<file path="config.mk">
export PLATFORM = sky130hd
export DESIGN_NAME = io_output_reg_flat
export DESIGN_NICKNAME = d
export VERILOG_FILES = /design/src/rtl/io_output_reg_if.sv /design/src/rtl/io_output_reg.sv /design/src/flat_wrapper.sv
export SDC_FILE = /design/constraint.sdc
export NUM_CORES = 1
export LEC_CHECK = 0
export ABC_CLOCK_PERIOD_IN_PS = 4350
export CAP_MARGIN = 30
export CORE_MARGIN = 2
export CORE_UTILIZATION = 43
export DETAILED_ROUTE_END_ITERATION = 8
export PLACE_DENSITY_LB_ADDON = 0.2
export SLEW_MARGIN = 15
export SYNTH_ARGS = -nofsm -noshare
export SYNTH_HDL_FRONTEND = slang
export SYNTH_SLANG_ARGS = --single-unit
</file>
<file path="constraint.sdc">
create_clock -name io_clk -period 4.35 [get_ports io_clk]
set_input_delay 0.6525 -clock io_clk [delete_from_list [all_inputs] [get_ports io_clk]]
set_output_delay 0.6525 -clock io_clk [all_outputs]
set_load 0.05 [all_outputs]
</file>
<file path="src/rtl/io_output_reg_if.sv">
// CPU store/load path and consumer handshake for the memory-mapped output ports.
interface io_output_reg_if;
   localparam int unsigned DW      = 32;
   localparam int unsigned N_PORTS = 3;

   logic [DW-1:0]      addr;
   logic [DW-1:0]      datain;
   logic               write_io_enable;
   logic [DW-1:0]      io_read_data;
   logic [DW-1:0]      out_port0;
   logic [DW-1:0]      out_port1;
   logic [DW-1:0]      out_port2;
   logic [N_PORTS-1:0] out_valid;
   logic [N_PORTS-1:0] out_ack;
   logic [N_PORTS-1:0] overrun;

   modport master (
      output addr, datain, write_io_enable, out_ack,
      input  io_read_data, out_port0, out_port1, out_port2, out_valid, overrun
   );

   modport slave (
      input  addr, datain, write_io_enable, out_ack,
      output io_read_data, out_port0, out_port1, out_port2, out_valid, overrun
   );
endinterface

</file>
<file path="src/rtl/io_output_reg.sv">
// Three memory-mapped output ports with valid/ack handshake, sticky overrun
// flags and a status word; combinational readback to the CPU load path.
module io_output_reg #(
   parameter logic [5:0]  SEL_BASE = 6'b100000,
   parameter logic [31:0] RST_VAL  = 32'h0000_0000
) (
   input logic             io_clk,
   input logic             reset,
   io_output_reg_if.slave  bus
);
   localparam int unsigned DW       = 32;
   localparam int unsigned N_PORTS  = 3;
   localparam int unsigned SEL_W    = 6;
   localparam int unsigned STAT_PAD = DW - 2 * N_PORTS;
   localparam logic [SEL_W-1:0] STATUS_SEL = SEL_BASE + SEL_W'(3);

   logic [SEL_W-1:0]                 sel;
   logic [N_PORTS-1:0]               port_sel;
   logic [N_PORTS-1:0]               port_wr;
   logic                             status_wr;
   logic [N_PORTS-1:0][DW-1:0]       port_q;
   logic [N_PORTS-1:0]               valid_q;
   logic [N_PORTS-1:0]               valid_d;
   logic [N_PORTS-1:0]               overrun_q;
   logic [N_PORTS-1:0]               overrun_d;
   logic [DW-1:0]                    rd_data;
   logic                             unused_addr_bits;

   assign sel              = bus.addr[7:2];
   assign unused_addr_bits = ^{bus.addr[31:8], bus.addr[1:0]};
   assign status_wr        = bus.write_io_enable && (sel == STATUS_SEL);

   // Address decode for the three data ports
   always_comb begin
      port_sel = '0;
      port_wr  = '0;
      for (int i = 0; i < int'(N_PORTS); i++) begin
         port_sel[i] = (sel == SEL_BASE + SEL_W'(i));
         port_wr[i]  = bus.write_io_enable && port_sel[i];
      end
   end

   // A write re-arms valid even when acked in the same cycle; the ack retires the old word
   always_comb begin
      valid_d   = valid_q;
      overrun_d = overrun_q;
      if (status_wr) begin
         overrun_d = overrun_q & ~bus.datain[5:3];
      end
      for (int i = 0; i < int'(N_PORTS); i++) begin
         if (port_wr[i]) begin
            valid_d[i] = 1'b1;
            if (valid_q[i] && !bus.out_ack[i]) begin
               overrun_d[i] = 1'b1;
            end
         end else if (bus.out_ack[i]) begin
            valid_d[i] = 1'b0;
         end
      end
   end

   always_ff @(posedge io_clk or posedge reset) begin
      if (reset) begin
         port_q    <= {N_PORTS{RST_VAL}};
         valid_q   <= '0;
         overrun_q <= '0;
      end else begin
         for (int i = 0; i < int'(N_PORTS); i++) begin
            if (port_wr[i]) begin
               port_q[i] <= bus.datain;
            end
         end
         valid_q   <= valid_d;
         overrun_q <= overrun_d;
      end
   end

   // Readback reflects register contents, never the in-flight store data
   always_comb begin
      rd_data = '0;
      if (sel == STATUS_SEL) begin
         rd_data = {STAT_PAD'(0), overrun_q, valid_q};
      end else begin
         for (int i = 0; i < int'(N_PORTS); i++) begin
            if (port_sel[i]) begin
               rd_data = port_q[i];
            end
         end
      end
   end

   assign bus.io_read_data = rd_data;
   assign bus.out_port0    = port_q[0];
   assign bus.out_port1    = port_q[1];
   assign bus.out_port2    = port_q[2];
   assign bus.out_valid    = valid_q;
   assign bus.overrun      = overrun_q;
endmodule

</file>
<file path="src/flat_wrapper.sv">
// flat-port wrapper written by rule: the top's interface ports become plain ports
module io_output_reg_flat 
#(
   parameter logic [5:0]  SEL_BASE = 6'b100000,
   parameter logic [31:0] RST_VAL  = 32'h0000_0000
)
  (io_clk, reset, bus_addr, bus_datain, bus_write_io_enable, bus_out_ack, bus_io_read_data, bus_out_port0, bus_out_port1, bus_out_port2, bus_out_valid, bus_overrun);
  io_output_reg_if bus_i ();
  input logic io_clk;
  input logic reset;
  input wire logic [$bits(bus_i.addr)-1:0] bus_addr;
  input wire logic [$bits(bus_i.datain)-1:0] bus_datain;
  input wire logic [$bits(bus_i.write_io_enable)-1:0] bus_write_io_enable;
  input wire logic [$bits(bus_i.out_ack)-1:0] bus_out_ack;
  output wire logic [$bits(bus_i.io_read_data)-1:0] bus_io_read_data;
  output wire logic [$bits(bus_i.out_port0)-1:0] bus_out_port0;
  output wire logic [$bits(bus_i.out_port1)-1:0] bus_out_port1;
  output wire logic [$bits(bus_i.out_port2)-1:0] bus_out_port2;
  output wire logic [$bits(bus_i.out_valid)-1:0] bus_out_valid;
  output wire logic [$bits(bus_i.overrun)-1:0] bus_overrun;
  assign bus_i.addr = bus_addr;
  assign bus_i.datain = bus_datain;
  assign bus_i.write_io_enable = bus_write_io_enable;
  assign bus_i.out_ack = bus_out_ack;
  assign bus_io_read_data = bus_i.io_read_data;
  assign bus_out_port0 = bus_i.out_port0;
  assign bus_out_port1 = bus_i.out_port1;
  assign bus_out_port2 = bus_i.out_port2;
  assign bus_out_valid = bus_i.out_valid;
  assign bus_overrun = bus_i.overrun;
  io_output_reg #(.SEL_BASE(SEL_BASE), .RST_VAL(RST_VAL)) u_core (.io_clk(io_clk), .reset(reset), .bus(bus_i));
endmodule
</file>
==> Flow_metrics.wiki <==
{| class="wikitable"
! Metric !! Value
|-
| CTS root buffer || clkbuf_8
|-
| Max cap viols || 0
|-
| Cell family with most CP delay || buffers and inverters
|-
| Number of antenna cells inserted || 0
|-
| Synthesis-to-finish area growth || 45.4%
|-
| Per-cell routed wire length || 18.9 um
|-
| Setup total negative slack || 0 ns
|-
| Area fraction of the dominant cell type after synthesis || 54.4%
|-
| Antenna-violating nets left || 0
|-
| Maximum cell stage delay along the critical path || 0.82 ns
|-
| Clock-pin slew reported for the worst setup and hold paths after clock tree synthesis || 0.09 ns
|-
| Hold-critical path endpoint || u_core.bus.out_port0[12]
|-
| Hold Crit Start || u_core.bus.out_port0[12]
|-
| Power density cells || 402 nW/um^2
|-
| Final hold violation count || 0
|-
| Final HPWL DP || 8.43 mm
|-
| Top cells by area, synth || dfrtp_1 (54%), mux2_2 (21%), mux2i_1 (5.5%)
|-
| Fraction of layout instances using a drive strength above 1 || 26.3%
|-
| Largest net degree at the start of global routing || 70
|-
| Sort of element at the end of the critical path || primary output
|-
| Vias in the first global route || 3556
|-
| Final worst-path setup slack || 0.820 ns
|-
| Highest-delay cell along the critical path || clkdlybuf4s50_1
|-
| Hold bufs inserted after CTS || 0
|-
| Design Power || 2.74 mW
|-
| Max-Slew Margin vs Limit || 39.6%
|-
| Final cycle utilization of the critical path || 81.1%
|-
| Count of buffers inserted at the top-level ports || 177
|-
| Maximum level of the CTS H-tree || 3
|-
| DIE HEIGHT || 108 um
|-
| Cell count after synthesis || 337
|-
| Critical path buffer and inverter count || 3
|-
| CP Class || in -> out
|-
| Routability-driven placement congestion ratio || 0.729
|-
| Iter 0 DRT Violations || 135
|-
| Synthesized Nets || 407
|-
| Area occupied by multi-input gates || 2030 um^2
|-
| Static Leakage || 3.06 nW
|-
| Via count of the routed design || 3436
|-
| Total area of sequential cells || 2550 um^2
|-
| Cells along the critical path || clkdlybuf4s50_1, or4b_1, buf_4, nor2_1, clkdlybuf4s50_1
|-
| Worst R2R Start || u_core.bus.out_port0[25]
|-
| Clock tree sinks || 102
|-
| Clock latency on the worst-skew pair || 0.36 ns
|-
| Async S/R FF share, synth || 100%
|-
| Standard-cell rows || 38
|-
| Warnings from Yosys || 0
|-
| Routed via count divided by cell count || 5.23
|-
| Count of instances resized after the clock tree is built || 0
|-
| Transition time at the pin with the least slew margin || 0.906 ns
|-
| Depth of the worst register-to-register path || 1
|-
| Final routed DRC violation total || 0
|-
| Clock buffer depth || 2
|-
| Worst EP arrival || 2.88 ns
|-
| Commonest register cell after synthesis || dfrtp_1
|-
| Overflow left after global routing || 0
|-
| Number of cells traversed by the worst hold path || 1
|-
| Number of filler cells placed in the layout || 897
|-
| Number of synthesized register bits || 102
|-
| Global-route wire length before repair || 19.1 mm
|-
| Sum of routed wire length over all layers || 12.4 mm
|-
| R2R Setup Slk || 3.55 ns
|-
| Cell taking the most area after synthesis || dfrtp_1
|-
| Cell occurring most often along the worst timing path || clkdlybuf4s50_1
|-
| CTS tree || yes
|-
| Fraction of the yosys area taken by sequential cells || 54.4%
|-
| Highest clock rate || 0.283 GHz
|-
| Count of buffers added by post-CTS timing repair for setup || 0
|-
| All-layer global routing usage || 21.4%
|-
| Average cell area after synthesis || 13.9 um^2
|-
| Outcome || finished, final reports clean
|-
| Drt pass-1 iters || 4
|-
| Number of endpoints failing setup at the final stage || 0
|-
| Initial antenna violation count || 0
|-
| Unrepaired setup endpoints after global routing || no
|-
| Starting density of the core || 43.7%
|-
| Total core area || 10700 um^2
|-
| Worst min-delay path category || reg -> reg
|-
| Total Nets Final || 582
|-
| Post-synthesis instance area || 4690 um^2
|-
| IR Drop Worst-Case VDD || 0.197 mV
|-
| Minimum setup slack after placement || 0.821 ns
|-
| Die area || 11800 um^2
|-
| Clock Skews || 0.0108 ns
|-
| Number of enable-type register cells in the synthesized netlist || 0
|-
| Number of buffers inserted during clock tree synthesis || 9
|-
| Startpoint type of the worst setup path || input pin
|-
| Worst reg2reg endpoint || u_core.bus.out_port0[25]
|-
| Post-synthesis cell type count || 25
|-
| Number of top-level design ports || 204
|-
| CP required || 3.70 ns
|-
| Post-Route Utilization || 63.5%
|-
| Maximum fanout count along the critical path || 31
|-
| Number of pins exceeding their max-slew limit in the final report || 0
|-
| Die span in x || 108 um
|-
| Crit path time final || 3.53 ns
|}
## per-layer routing
| layer | GRT usage, % | share of wire, % | wire length, um | vias up |
|---|---|---|---|---|
| met3 | 5.61 | 7.5 | 939 | 13 |
| li1 | - | - | - | 1575 |
| met1 | 28.8 | 45 | 5630 | 1727 |
| met4 | 6.41 | 1.0 | 128 | 0 |
| met5 | 0 | 0 | 0 | - |
| met2 | 34.2 | 46 | 5740 | 121 |
## cells in the mapped netlist, types with 4 or more instances
cell       number
mux4_2          6
mux2_2         88
clkbuf_1       15
mux2i_1        26
a2bb2oi_1      25
and2_1          6
o21ai_0         6
buf_2           5
dfrtp_1       102
nand2_1         4
nor2_1         25
mux2_4          8
## stage by stage
stage          instance area (um^2)  instances  hold WS [ns]
2_1_floorplan                  4690        337         0.797
3_3_place_gp                   6620        640         0.512
3_5_place_dp                   6620        640         0.515
4_1_cts                        6810        656         0.540
5_1_grt                        6830        657         0.556
6_report                       6830        657         0.534
## cells by family after synthesis
group                  count (synthesis)  synth area share, %
DFF                                  102                 54.4
AOI/OAI and AO/OA                     32                 5.41
muxes                                128                 32.1
buffers and inverters                 26                 2.53
and+or+nand+nor                       49                 5.60
## layout make-up
type,count,area share [%]
flip-flops and latches,102,37.4
repair buffers,189,27.4
clock buffers,11,1.92
inverters,1,0.0917
well taps,140,2.57
multi-input cells,209,29.8
clock inverters,5,0.880
## where the power goes
part / leakage, nW / internal [mW] / switching [mW] / total (mW)
Sequential: 1.36 / 1.07 / 0.0943 / 1.16
Combinational: 1.61 / 0.387 / 0.608 / 0.995
Clock: 0.0935 / 0.268 / 0.320 / 0.588
Total: 3.06 / 1.72 / 1.02 / 2.74
## state kept, by name, summed over array words and instances, names as in the netlist
signal	count
u_core.bus.out_port2	32
u_core.bus.out_port0	32
u_core.bus.out_valid	3
u_core.bus.out_port1	32
u_core.bus.overrun	3
## how the worst max path moves through the flow
stage	start	to	slack, ns	cells past startpoint
final	bus_addr[5]	bus_io_read_data[10]	0.82	5
after global placement	bus_addr[5]	bus_io_read_data[8]	0.81	5
after detailed placement	bus_addr[5]	bus_io_read_data[8]	0.82	5
after floorplan	reset	u_core.bus.out_port0[0]	1.02	1
after CTS	bus_addr[5]	bus_io_read_data[8]	0.82	5
after global routing	bus_addr[3]	bus_io_read_data[22]	0.72	6
## cells in the final DEF (no fill, tap or decap), types with 2 or more instances in the layout
cell type,netlist,final
clkinv_4,0,2
a2bb2oi_1,25,25
nor2_1,25,25
buf_2,5,2
clkdlybuf4s50_1,0,174
mux2_4,8,8
clkbuf_8,0,9
or4b_1,2,2
nand4_1,3,3
nand2b_1,3,3
dfrtp_1,102,102
mux2_2,88,88
nand2_1,4,4
clkbuf_1,15,2
mux4_2,6,6
mux2i_1,26,26
and2_1,6,6
buf_4,0,11
o21ai_0,6,6
(Power assumes the default switching activity.)
